==> src/rtl/tow_match_scorer.sv <==
// Tug-of-war round and match scorer: rope position, bonus/penalty steps, round and match wins.
// Optional build macro TOW_CATCHUP_EN: a trailing player's proper push always moves two steps.
module tow_match_scorer #(
  parameter int STEPS      = 3,
  parameter int MATCH_WINS = 2,
  parameter int CNT_W      = 2
) (
  input  logic               clk,
  input  logic               rst,
  input  logic               right,
  input  logic               leds_on,
  input  logic               winrnd,
  input  logic               next_round,
  input  logic [2*STEPS:0]   bonus_in,
  output logic [2*STEPS:0]   score,
  output logic [CNT_W-1:0]   wins_l,
  output logic [CNT_W-1:0]   wins_r,
  output logic               round_done,
  output logic               match_over,
  output logic               match_right
);

  localparam int BW = 2*STEPS + 1;
  localparam int PW = $clog2(2*STEPS + 3);
  localparam logic [PW-1:0] POS_WR = '0;
  localparam logic [PW-1:0] POS_N  = PW'(STEPS + 1);
  localparam logic [PW-1:0] POS_WL = PW'(2*STEPS + 2);

  typedef enum logic [1:0] {PLAY, ROUND_WON, MATCH_DONE} state_t;

  state_t           r_state, w_state_next;
  logic [PW-1:0]    r_pos;
  logic [BW-1:0]    r_bonus_q;
  logic [CNT_W-1:0] r_wins_l, r_wins_r;
  logic             r_round_done, r_match_over, r_match_right;

  logic             w_mr, w_dbl, w_win, w_winner_right, w_match_win;
  logic [PW:0]      w_pos_ext, w_step, w_sum;
  logic [PW-1:0]    w_next_pos;
  logic [CNT_W-1:0] w_wins_l_inc, w_wins_r_inc;
  logic             w_move, w_restart, w_load_bonus;
  logic [BW-1:0]    w_score;

  // mr: the rope moves toward the right player's win end (position decreases).
  assign w_mr      = (right & leds_on) | (~right & ~leds_on);
  assign w_pos_ext = {1'b0, r_pos};

  // NOTE: every always_comb output gets a default first so no latch is inferred.
  always_comb begin
    w_dbl = 1'b0;
    if (leds_on) begin
      for (int p = 1; p <= BW; p++)
        if (r_pos == PW'(p) && r_bonus_q[p-1]) w_dbl = 1'b1;
`ifdef TOW_CATCHUP_EN
      if (w_mr && w_pos_ext >= (PW+1)'(STEPS + 3)) w_dbl = 1'b1;
      if (!w_mr && (w_pos_ext + (PW+1)'(2)) <= (PW+1)'(STEPS + 1)) w_dbl = 1'b1;
`endif
    end
  end

  assign w_step = w_dbl ? (PW+1)'(2) : (PW+1)'(1);
  assign w_sum  = w_pos_ext + w_step;

  always_comb begin
    w_next_pos = r_pos;
    if (w_mr) begin
      if (w_pos_ext < w_step) w_next_pos = POS_WR;
      else                    w_next_pos = PW'(w_pos_ext - w_step);
    end else begin
      if (w_sum > {1'b0, POS_WL}) w_next_pos = POS_WL;
      else                        w_next_pos = PW'(w_sum);
    end
  end

  assign w_win          = (w_next_pos == POS_WR) || (w_next_pos == POS_WL);
  assign w_winner_right = (w_next_pos == POS_WR);
  assign w_wins_l_inc   = r_wins_l + CNT_W'(1);
  assign w_wins_r_inc   = r_wins_r + CNT_W'(1);
  assign w_match_win    = w_winner_right ? (w_wins_r_inc == CNT_W'(MATCH_WINS))
                                         : (w_wins_l_inc == CNT_W'(MATCH_WINS));

  always_ff @(posedge clk) begin
    if (rst) r_state <= PLAY;
    else     r_state <= w_state_next;
  end

  always_comb begin
    w_state_next = r_state;
    case (r_state)
      PLAY:       if (winrnd && w_win) w_state_next = w_match_win ? MATCH_DONE : ROUND_WON;
      ROUND_WON:  if (next_round) w_state_next = PLAY;
      MATCH_DONE: w_state_next = MATCH_DONE;
      default:    w_state_next = PLAY;
    endcase
  end

  always_comb begin
    w_move       = (r_state == PLAY) && winrnd;
    w_restart    = (r_state == ROUND_WON) && next_round;
    w_load_bonus = (r_state == PLAY) && (r_pos == POS_N);
    for (int i = 0; i < BW; i++) w_score[i] = ((BW - 1 - i) % 2) == 0;
    if (r_pos >= PW'(1) && r_pos <= PW'(BW)) w_score = BW'(1) << (r_pos - PW'(1));
    else if (r_pos == POS_WL)                w_score = {{STEPS{1'b1}}, {(STEPS+1){1'b0}}};
    else if (r_pos == POS_WR)                w_score = {{(STEPS+1){1'b0}}, {STEPS{1'b1}}};
  end

  // NOTE: sequential state uses non-blocking assignments so all registers see pre-edge values.
  always_ff @(posedge clk) begin
    if (rst) begin
      r_pos         <= POS_N;
      r_bonus_q     <= '0;
      r_wins_l      <= '0;
      r_wins_r      <= '0;
      r_round_done  <= 1'b0;
      r_match_over  <= 1'b0;
      r_match_right <= 1'b0;
    end else begin
      r_round_done <= w_move && w_win;
      if (w_load_bonus) r_bonus_q <= bonus_in;
      if (w_move)         r_pos <= w_next_pos;
      else if (w_restart) r_pos <= POS_N;
      if (w_move && w_win) begin
        if (w_winner_right) r_wins_r <= w_wins_r_inc;
        else                r_wins_l <= w_wins_l_inc;
        if (w_match_win) begin
          r_match_over  <= 1'b1;
          r_match_right <= w_winner_right;
        end
      end
    end
  end

  assign score       = w_score;
  assign wins_l      = r_wins_l;
  assign wins_r      = r_wins_r;
  assign round_done  = r_round_done;
  assign match_over  = r_match_over;
  assign match_right = r_match_right;

endmodule

==> config.mk <==
export PLATFORM = sky130hd
export DESIGN_NAME = tow_match_scorer
export DESIGN_NICKNAME = d
export VERILOG_FILES = /design/src/rtl/tow_match_scorer.sv
export SDC_FILE = /design/constraint.sdc
export NUM_CORES = 1
export LEC_CHECK = 0
export CAP_MARGIN = 20
export CORE_UTILIZATION = 46
export CTS_CLUSTER_SIZE = 12
export DETAILED_ROUTE_END_ITERATION = 16
export PLACE_DENSITY = 0.78
export REMOVE_ABC_BUFFERS = 1
export SETUP_SLACK_MARGIN = 0.02
export SLEW_MARGIN = 20
export SYNTH_ARGS = -nofsm -noshare
export SYNTH_HDL_FRONTEND = slang
export SYNTH_SLANG_ARGS = --single-unit
export TNS_END_PERCENT = 5
==> constraint.sdc <==
create_clock -name clk -period 3.69 [get_ports clk]
set_clock_uncertainty 0.1 [all_clocks]
set_input_delay 0.9225 -clock clk [delete_from_list [all_inputs] [get_ports clk]]
set_output_delay 0.9225 -clock clk [all_outputs]
set_load 0.03 [all_outputs]
==> Word-level counts from Yosys, hierarchy flattened <==
Cells that the tools add are included.
{ "classes": {"n_addsub": 5, "mul": 0, "div": 0, "n_lt_le_gt_ge": 4, "eq_ne": 15, "n_shift": 1, "muxes": 22, "n_bitwise": 6, "reduce_logical": 22} }
{ "op_table": {"columns": ["operator", "n"], "rows": [
  ["$mux 7", 3],
  ["$mux 4", 5],
  ["$eq 4x3->1 const B", 4],
  ["$logic_and 1x1->1", 13],
  ["$mux 1", 9],
  ["$eq 4x2->1 const B", 2],
  ["$eq 4x4->1 const B", 2],
  ["$logic_not 4->1", 2],
  ["$mux 2", 4],
  ["$reduce_and 2->1", 4],
  ["$shl 1x4->7 const A", 1],
  ["$eq 2x2->1 const B", 3],
  ["$pmux 2 s3", 1],
  ["$add 4x2->5", 1],
  ["$gt 5x4->1 const B", 1],
  ["$add 2x1->2 const B", 2],
  ["$eq 4x1->1 const B", 1],
  ["$ge 4x1->1 const B", 1],
  ["$le 4x3->1 const B", 1],
  ["$lt 4x2->1", 1],
  ["$ne 2x2->1 const B", 2],
  ["$sub 4x1->4 const B", 1],
  ["$sub 4x2->4", 1],
  ["$not 1->1", 3],
  ["6 further kinds", 7]
]} }
{ "word_totals": {"regBits": 20, "latch_bits": 0, "ram_bits": 0, "rom_bits": 0, "in_bits": 13, "output_inout_bits": 14, "elab_cells": 83, "n_memories": 0} }

==> Depth between registers and ports, before layout <==
Gate-level depths: netlist of the first run.
{ "depth": {"word_depth": 20, "depth_mapped": 13} }

==> Least setup slack after synthesis of the first run <==
Ideal clock, no wire load.
{ "synth_path": {"kind": "register to register", "startpoint": "register r_pos[0]", "endpoint": "register r_wins_r[1] (netlist: wins_r[1])", "arrival_time_ns": 3.239, "path_slack_ns": 0.230, "stages_incl_launch_ff": 13, "cell_sequence": "dfxtp_1 mux4_2 nand2b_1 o2111ai_1 ha_1 inv_1 fa_1 and2b_1 a21oi_2 a41oi_4 o211ai_4 nor3b_1 mux2_2"} }
{ "synth_between": {"elab_chain_cells": 19, "word_cells_on_any_way": 35} }
{ "synth_rtl": {"columns": ["element", "line", "source"], "rows": [
  ["from (decl)", "32", "logic [PW-1:0] r_pos;"],
  ["from (signal assigned)", "120", "if (w_move) r_pos <= w_next_pos;"],
  ["$eq 4x1->1", "53", "if (r_pos == PW'(p) && r_bonus_q[p-1]) w_dbl = 1'b1;"],
  ["$logic_and 1x1->1", "53", null],
  ["$mux 1 (7 in series)", "53", null],
  ["$mux 1", "51", "if (leds_on) begin"],
  ["$mux 2", "61", "assign w_step = w_dbl ? (PW+1)'(2) : (PW+1)'(1);"],
  ["$add 4x2->5", "62", "assign w_sum = w_pos_ext + w_step;"],
  ["$gt 5x4->1", "70", "if (w_sum > {1'b0, POS_WL}) w_next_pos = POS_WL;"],
  ["$mux 4", "70", null],
  ["$mux 4 *", "66", "if (w_mr) begin"],
  ["$eq 4x4->1 / $logic_not 4->1 (equally long branches)", "75, 76", null],
  ["$logic_or 1x1->1", "75", "assign w_win = (w_next_pos == POS_WR) || (w_next_pos == POS_WL);"],
  ["$logic_and 1x1->1", "122", "if (w_move && w_win) begin"],
  ["$reduce_and 2->1 (no source line) *", null, null],
  ["to (signal assigned)", "123", "if (w_winner_right) r_wins_r <= w_wins_r_inc;"],
  ["to (decl)", "34", "logic [CNT_W-1:0] r_wins_l, r_wins_r;"]
]} }
Mark *: on every way between the ends. The rest lies on a longest branch, timed or not.
A chain may end at the register's enable or synchronous reset.

==> Final worst setup path of the first run <==
{ "layout_path": {"startpoint": "input port leds_on", "endpoint": "register r_wins_l[0] (netlist: wins_l[0])"} }
{ "layout_between": {"elab_chain_cells": 10, "word_cells_on_any_way": 19} }
{ "layout_rtl": {"columns": ["element", "line", "source"], "rows": [
  ["from (decl)", "11", "input logic leds_on,"],
  ["$mux 1", "51", null],
  ["$mux 2", "61", null],
  ["$add 4x2->5", "62", null],
  ["$gt 5x4->1", "70", null],
  ["$mux 4", "70", null],
  ["$mux 4 *", "66", null],
  ["$eq 4x4->1 / $logic_not 4->1 (equally long branches)", "75, 76", null],
  ["$logic_or 1x1->1", "75", null],
  ["$logic_and 1x1->1", "122", null],
  ["$reduce_and 2->1 (no source line) *", null, null],
  ["to (signal assigned)", "124", "else r_wins_l <= w_wins_l_inc;"],
  ["to (decl)", "34", null]
]} }
Marked as above.

==> results of run 1 <==
==> synth_stat cells (3+ instances only) <==
cell type / count
mux2_2: 3
mux2i_1: 11
inv_1: 9
o31ai_1: 4
clkbuf_1: 4
a21oi_1: 12
ha_1: 5
nand3_1: 5
nor2b_1: 3
nand2b_1: 4
o21ai_0: 11
nor2_1: 20
nand2_1: 14
dfxtp_1: 20
==> flip-flops by register name, indices dropped and copies added, names as in the netlist <==
name / cells
round_done: 1
wins_l: 2
match_right: 1
match_over: 1
wins_r: 2
r_pos: 4
r_bonus_q: 7
r_state: 2
==> worst min path at each step <==
stage | endpoint | cells after the start
floorplan | r_state[1]$_SDFFE_PP0P_ | 2
global placement | match_over$_SDFFE_PP0P_ | 2
detailed placement | match_over$_SDFFE_PP0P_ | 2
CTS | match_over$_SDFFE_PP0P_ | 2
global route | match_over$_SDFFE_PP0P_ | 2
finish | match_over$_SDFFE_PP0P_ | 2
==> logic make-up (layout without fill, tap and decap cells) <==
logic type / Yosys count / in the layout / share of synthesized area, %
AOI/OAI and AO/OA: 45 / 45 / 24.79
xor gates and xnor gates: 2 / 2 / 1.844
DFF: 20 / 20 / 29.49
buffers and inverters: 17 / 56 / 5.161
muxes: 15 / 15 / 12.26
and+or+nand+nor: 55 / 55 / 18.89
adders and majority gates: 7 / 7 / 7.558
==> per-layer routing <==
layer / GRT usage [%] / vias to the layer above / part of all wire, %
li1: - / 650 / -
met1: 26.49 / 627 / 45
met2: 35.88 / 30 / 50
met3: 2.304 / 7 / 3.4
met4: 7.666 / 0 / 1.8
met5: 0 / - / 0
==> what timing repair did <==
| item | in CTS | in global routing |
|---|---|---|
| hold endpoints to repair | 0 | 0 |
| resized for setup | 0 | 1 |
| setup buffers | 0 | 1 |
| endpoints found under the setup margin | 0 | 2 |
| hold buffers | 0 | 0 |
==> final cells by class <==
class	instances	area, um2
clock inverters	1	30.03
flip-flops and latches	20	400.4
repair buffers	42	380.4
multi-input cells	124	887.1
clock buffers	3	22.52
well taps	31	38.79
inverters	10	37.54
fillers	247	984.7
==> metrics by stage <==
step           power (mW)  worst slack [ps]  setup TNS (ps)
4_1_cts             1.064             133.0               0
3_5_place_dp       0.8875            -137.3          -436.2
6_report            1.068             166.0               0
3_3_place_gp       0.8724            -39.06          -57.32
5_1_grt             1.147             35.51               0
2_1_floorplan      0.6812             30.36               0
==> worst max-delay path, stage by stage <==
cell and delay (ps):
clkdlybuf4s50_1 480, o2111ai_1 150, ha_1 220, inv_1 80, fa_1 460, o21ai_0 150
o21ai_0 130, a21oi_1 280, o211ai_4 160, buf_4 160, or3_1 300, a21oi_1 140
==> where the power goes <==
part | switching, mW | total (mW) | internal [mW]
combinational | 0.327 | 0.610 | 0.282
clock | 0.0674 | 0.177 | 0.110
sequential | 0.0315 | 0.281 | 0.249
total | 0.426 | 1.07 | 0.642
==> results.yml, run 1 <==
place:
  placed_cell_area_um2: 1737
  dpl.cell_count: 226
  port_buffers: 26
  gp_congestion: 0.8929
  dp_hpwl_um: 2395
sta:
  period_share_pct: 95.50
  rsz0062_at_grt: "no"
  hold_viol_final: 0
  worstMarginPinSlew_ps: 692.5
  slew_headroom_pct: 53.69
  min_period_ps: 3524
  max_freq_ghz: 0.2838
  holdWs_ps: 371.1
  setup_viol: 0
  maxSlewViolCount: 0
critical_path:
  endpoint: "wins_l[0]$_SDFFE_PP0P_"
  cp.arrival_ps: 3650
  r2r_start: "r_pos[0]$_SDFFE_PP0P_"
  critical_path_class: "in2reg"
  crit_path_start_kind: "input pin"
  r2r-end: "wins_l[0]$_SDFFE_PP0P_"
  path_max_fanout: 6
  reg2reg_depth: 13
  r2r_slack_ps: 240
  crit_start: "leds_on"
  cp.required_ps: 3820
  critPathCaptureType: "flip-flop"
cells_and_area:
  stdcell_area_um2: 1797
  mostFrequentLayoutCells: "26 x clkdlybuf4s50_1, 20 x nor2_1, 20 x dfxtp_1, 16 x buf_4, 14 x nand2_1"
  layout_commonest_cell: "clkdlybuf4s50_1"
  final_layout_size_suffix_gt1_share_pct: 16.00
  fin_util_pct: 64.60
  antenna_cells: 0
  layout.nets: 221
  fin_cells: 231
  syn2layout_area_growth_pct: 32.35
routing:
  num_vias: 1314
  drc: 0
  wl_um: 3000
  ant_nets: 0
  drtPass1Iterations: 4
  viasPerCell: 5.688
  drt_iter0_drc: 28
  wl_per_cell_um: 12.99
synth:
  synth-seq-area-share_pct: 29.49
  yosysTopAreaCell: "dfxtp_1"
  yosysWarnings: 0
  syn_inst: 161
  synth_cell_types: 44
  async_flop_share_pct: 0
  ys.flop_type: "dfxtp_1"
  syn_area_per_cell_um2: 8.432
  synthTopCellsByArea: "dfxtp_1 29%, mux2i_1 8.1%, nor2_1 5.5%"
  yosys_register_bits: 20
  yosysTopAreaCellShare_pct: 29.49
  netlist_area_um2: 1358
  synth_edf_count: 0
grt:
  grt_pass1_vias: 1247
  grt_pass1_wl_um: 5285
  grt_max_degree: 22
  antenna_found_initial: 0
  grt_use_total_pct: 20.71
  gr-total-overflow: 0
clock_network:
  cts.path.max_buffers: 2
  path_clk_slew_ps: 110
  cts-root-buf: "clkbuf_4"
  cts.sinks: 20
  cts_tree: "yes"
  numCtsBuffers: 3
  clock_latency_ps: 300
  htree_num_levels: 1
pwr:
  power_per_cell_area_nw_per_um2: 594.3
  peakVddDrop_v: 0.0004686
  p_leak_nw: 0.7200
die:
  rows: 19
  core-area_um2: 2781
  start_util_pct: 48.81
  die-area_um2: 3173
  die_y_um: 56.33
  io_pins: 27
  die_x_um: 56.33
run:
  maxCapViolCount: 0
worst_hold_path:
  hp-class: "reg2reg"
  min_from: "match_over$_SDFFE_PP0P_"
run_status:
  status: "finished clean"
No activity file was read; power rests on OpenSTA's default activity.
==> inputs of run 2 (changes only) <==
--- a/config.mk
+++ b/config.mk
@@ -6,10 +6,9 @@
 export NUM_CORES = 1
 export LEC_CHECK = 0
 export CAP_MARGIN = 20
-export CORE_UTILIZATION = 46
+export CORE_UTILIZATION = 25
 export CTS_CLUSTER_SIZE = 12
 export DETAILED_ROUTE_END_ITERATION = 16
-export PLACE_DENSITY = 0.78
 export REMOVE_ABC_BUFFERS = 1
 export SETUP_SLACK_MARGIN = 0.02
 export SLEW_MARGIN = 20
==> run 2 against run 1 <==
Against the previous run: wire length increased by 4.3%; sequential share of layout area is 0.60 points lower; register-to-register slack gained 20 ps; utilization is 29 points lower; combinational power grew 1%; flip-flop and latch count is the same; global-route usage decreased by 9.2 points; clock power is 23% lower; worst hold slack worse by 7.5 ps; critical path depth decreased by 1; non-clock buffer count stayed put; clock-buffer cell count is the same; critical path type unchanged.
==> results.yml, run 2 (synthesized netlist as in run 1, its figures left out) <==
run_status:
  status: "finished clean"
sta:
  min_period_ps: 3562
  rsz0062_at_grt: "yes"
  maxSlewViolCount: 0
  max_freq_ghz: 0.2808
  setup_viol: 0
  period_share_pct: 96.52
  worstMarginPinSlew_ps: 691.3
  slew_headroom_pct: 53.77
  hold_viol_final: 0
routing:
  viasPerCell: 4.643
  drtPass1Iterations: 4
  ant_nets: 0
  num_vias: 1249
  wl_per_cell_um: 11.63
  wl_um: 3128
  drt_iter0_drc: 83
  drc: 0
clock_network:
  cts-root-buf: "clkbuf_8"
  htree_num_levels: 1
  path_clk_slew_ps: 70
  cts.path.max_buffers: 2
  clock_latency_ps: 250
  numCtsBuffers: 3
  cts_hold_buf: 0
  cts_tree: "yes"
  cts.sinks: 20
cells_and_area:
  antenna_cells: 0
  layout.nets: 221
  fillers: 538
  seqCellArea_um2: 400.4
  final_layout_size_suffix_gt1_share_pct: 16.08
  mostFrequentLayoutCells: "26 x clkdlybuf4s50_1, 20 x nor2_1, 20 x dfxtp_1, 16 x buf_4, 14 x nand2_1"
  layout_commonest_cell: "clkdlybuf4s50_1"
  stdcell_area_um2: 1847
  syn2layout_area_growth_pct: 36.04
  largest_register_ffs: 7
  reg.largest.list: "r_bonus_q (7), r_pos (4)"
  multi_input_area_um2: 899.6
  fin_util_pct: 35.70
  largest-register: "r_bonus_q"
critical_path:
  critPathCaptureType: "flip-flop"
  critical_path_class: "in2reg"
  crit_path_start_kind: "input pin"
  cp.arrival_ps: 3610
  reg2reg_depth: 13
  cp.required_ps: 3730
  path_max_fanout: 6
grt:
  antenna_found_initial: 0
  grt_pass1_vias: 1166
  grt_use_total_pct: 11.53
  grt_max_degree: 22
  gr-total-overflow: 0
  grt_pass1_wl_um: 5154
die:
  die_x_um: 75.69
  start_util_pct: 26.25
  die-area_um2: 5729
  rows: 26
  die_y_um: 75.69
  io_pins: 27
  core-area_um2: 5172
place:
  placed_cell_area_um2: 1793
  port_buffers: 26
  dp_hpwl_um: 2467
  gp_congestion: 0.8321
pwr:
  power_per_cell_area_nw_per_um2: 557.5
  p_leak_nw: 0.7166
  total_power_mw: 1.030
  peakVddDrop_v: 0.0002586
worst_hold_path:
  whs_path_depth: 2
  hp-class: "reg2reg"
run:
  maxCapViolCount: 0
[run 2: final timing paths]
path | slack, ps | to | startpoint
max | 130 | wins_r[1]$_SDFFE_PP0P_ | leds_on
min | 360 | match_over$_SDFFE_PP0P_ | match_over$_SDFFE_PP0P_
max reg2reg | 260 | wins_r[1]$_SDFFE_PP0P_ | r_pos[0]$_SDFFE_PP0P_
min reg2reg | 360 | match_over$_SDFFE_PP0P_ | match_over$_SDFFE_PP0P_
[run 2: report_power, final]
group          leakage [nW]  switching [mW]  internal [mW]  total (mW)
Clock                0.0216          0.0647         0.0725       0.137
Combinational         0.532           0.334          0.283       0.617
Sequential            0.164          0.0259          0.250       0.275
[run 2: worst max-delay path, stage by stage]
cell             delay [ps]
clkdlybuf4s50_1         500
o2111ai_1               140
ha_1                    220
inv_1                    80
fa_1                    450
o21ai_0                 180
o21ai_0                 150
a21oi_1                 260
o211ai_4                140
nor3b_1                 200
mux2_2                  350
[run 2: area by class of cell]
type	instances	area share, %
inverter	10	2.033
sequential	20	21.68
tap	70	4.743
multi-input combinational	124	48.71
timing repair buffer	42	20.60
clock buffer	3	2.236
[run 2: per-layer routing]
layer / global-route usage (%) / up-vias / share of wire (%)
li1: - / 646 / -
met1: 16.34 / 579 / 50
met2: 18.35 / 22 / 46
met3: 1.190 / 2 / 2.9
met4: 3.704 / 0 / 0.32
met5: 0 / - / 0
[run 2: timing repair]
| item | CTS | global route |
|---|---|---|
| resized for setup | 0 | 2 |
| setup buffers | 0 | 0 |
| setup endpoints to repair | 0 | 3 |
[run 2: stage by stage]
step / setup TNS (ps) / std cells / hold slack [ps] / setup slack, ps
2_1_floorplan: 0 / 154 / 354.8 / 30.36
3_3_place_gp: -42.03 / 266 / 349.4 / -29.12
3_5_place_dp: -372.5 / 266 / 356.5 / -102.0
4_1_cts: 0 / 269 / 365.8 / 158.0
5_1_grt: 0 / 269 / 386.9 / 9.281
6_report: 0 / 269 / 363.6 / 128.3
==> inputs of run 3 (changes only) <==
==> constraint.sdc (replaced) <==
create_clock -name clk -period 3.69 [get_ports clk]
set_clock_uncertainty 0.1 [all_clocks]
set_input_delay 0.738 -clock clk [delete_from_list [all_inputs] [get_ports clk]]
set_output_delay 0.738 -clock clk [all_outputs]
set_load 0.03 [all_outputs]
==> run 3 against run 2 <==
Against the previous run: die area stayed put; fmax grew 4.5%; utilization is 0.29 points higher; final area increased by 0.81%; global-route usage down 0.12 points; clock power grew 60%; critical endpoint unchanged; largest cell class unchanged; largest power group unchanged.
==> results.yml, run 3 (synthesized netlist as in run 1, its figures left out) <==
sta:
  min_period_ps: 3409
  maxSlewViolCount: 0
  hold_viol_final: 0
  period_share_pct: 92.39
  holdWs_ps: 355.7
  setup_viol: 0
  layout_setup_ws_ps: 280.8
  rsz0062_at_grt: "yes"
  fin_setup_tns_ps: 0
  max_freq_ghz: 0.2933
  worstMarginPinSlew_ps: 738.1
  slew_headroom_pct: 50.64
run_status:
  status: "finished clean"
critical_path:
  crit_start: "r_pos[0]$_SDFFE_PP0P_"
  r2r_slack_ps: 280
  crit_path_start_kind: "flip-flop"
  path_max_fanout: 6
  critPathCaptureType: "flip-flop"
  endpoint: "wins_r[1]$_SDFFE_PP0P_"
  r2r_start: "r_pos[0]$_SDFFE_PP0P_"
  cp.required_ps: 3740
  critical_path_class: "reg2reg"
  cp.arrival_ps: 3460
  r2r-end: "wins_r[1]$_SDFFE_PP0P_"
  reg2reg_depth: 13
pwr:
  p_leak_nw: 0.7246
  total_power_mw: 1.103
  peakVddDrop_v: 0.0002301
  power_per_cell_area_nw_per_um2: 592.6
  seq_power_share_pct: 24.9
  switching_share_pct: 38.96
  p_clk_share_pct: 19.8
  combPwrFrac_pct: 55.3
  internal_power_uw: 673.4
  p_switching_uw: 429.8
place:
  port_buffers: 26
  gp_congestion: 0.8067
  place_ws_ps: 75.07
  dp_hpwl_um: 2393
routing:
  drtPass1Iterations: 4
  viasPerCell: 4.595
  drc: 0
  ant_nets: 0
  wl_um: 3042
  wl_per_cell_um: 11.31
  drt_iter0_drc: 98
  num_vias: 1236
cells_and_area:
  final_layout_size_suffix_gt1_share_pct: 16.08
  layout.nets: 220
  antenna_cells: 0
  fillers: 545
  largest_register_ffs: 7
  syn2layout_area_growth_pct: 37.14
  layout_commonest_cell: "clkdlybuf4s50_1"
  mostFrequentLayoutCells: "26 x clkdlybuf4s50_1, 20 x nor2_1, 20 x dfxtp_1, 15 x buf_4, 14 x nand2_1"
  fin_util_pct: 35.99
  largest-register: "r_bonus_q"
  reg.largest.list: "r_bonus_q (7), r_pos (4)"
clock_network:
  path_clk_slew_ps: 80
  cts-root-buf: "clkbuf_8"
  cts_hold_buf: 0
  cts.path.max_buffers: 2
  clock_latency_ps: 260
  numCtsBuffers: 3
  cts.sinks: 20
  htree_num_levels: 1
  cts_tree: "yes"
grt:
  grt_pass1_wl_um: 4933
  gr-total-overflow: 0
  antenna_found_initial: 0
  grt_pass1_vias: 1089
  grt_use_total_pct: 11.41
  grt_max_degree: 22
die:
  die_y_um: 75.69
  io_pins: 27
  die_x_um: 75.69
  rows: 26
  start_util_pct: 26.25
  die-area_um2: 5729
  core-area_um2: 5172
run:
  maxCapViolCount: 0
worst_hold_path:
  hp-class: "reg2reg"
[run 3: through the flow]
step | instances | area (um2)
floorplan | 154 | 1325
global placement | 264 | 1778
detailed placement | 264 | 1778
CTS | 268 | 1849
global route | 269 | 1862
finish | 269 | 1862
[run 3: critical path, stage by stage, from the launching register on]
cell and delay (ps):
dfxtp_1 360, mux4_2 510, nand2b_1 160, o2111ai_1 140
buf_4 180, ha_1 160, inv_1 50, fa_1 370
and2b_1 250, a21oi_2 90, a41oi_4 270, o211ai_4 130
nor3b_2 170, mux2_2 340
[run 3: area by class of cell]
cell class / instances / area [um2] / area share, %
tap: 70 / 87.58 / 4.704
multi-input combinational: 124 / 892.1 / 47.92
clock buffer: 3 / 41.29 / 2.218
timing repair buffer: 41 / 372.9 / 20.03
clock inverter: 1 / 30.03 / 1.613
inverter: 10 / 37.54 / 2.016
sequential: 20 / 400.4 / 21.51
[run 3: how the worst min path moves through the flow]
stage | cells after the start | from | end | slack [ps]
after floorplan | 2 | r_state[1]$_SDFFE_PP0P_ | r_state[1]$_SDFFE_PP0P_ | 350
after global placement | 2 | match_over$_SDFFE_PP0P_ | match_over$_SDFFE_PP0P_ | 350
after detailed placement | 2 | match_over$_SDFFE_PP0P_ | match_over$_SDFFE_PP0P_ | 350
after CTS | 2 | match_over$_SDFFE_PP0P_ | match_over$_SDFFE_PP0P_ | 360
after global routing | 2 | match_over$_SDFFE_PP0P_ | match_over$_SDFFE_PP0P_ | 380
final | 2 | match_over$_SDFFE_PP0P_ | match_over$_SDFFE_PP0P_ | 360
[run 3: metal layers]
metal | share of wire (%) | global-route usage (%) | vias up
met3 | 3.0 | 1.323 | 5
met5 | 0 | 0 | -
li1 | - | - | 645
met2 | 44 | 17.66 | 23
met1 | 51 | 16.26 | 563
met4 | 1.3 | 4.321 | 0
[run 3: repair_timing]
action,CTS,global route
gates resized for setup,0,1
buffers inserted,0,1
setup endpoints to repair,0,2
[run 3: power groups by stage]
stage	clock (mW)	combinational (mW)	sequential, mW
6_report	0.219	0.610	0.275
2_1_floorplan	0	0.380	0.302
3_5_place_dp	0	0.604	0.280
5_1_grt	0.235	0.670	0.280
4_1_cts	0.225	0.607	0.275
3_3_place_gp	0	0.601	0.280
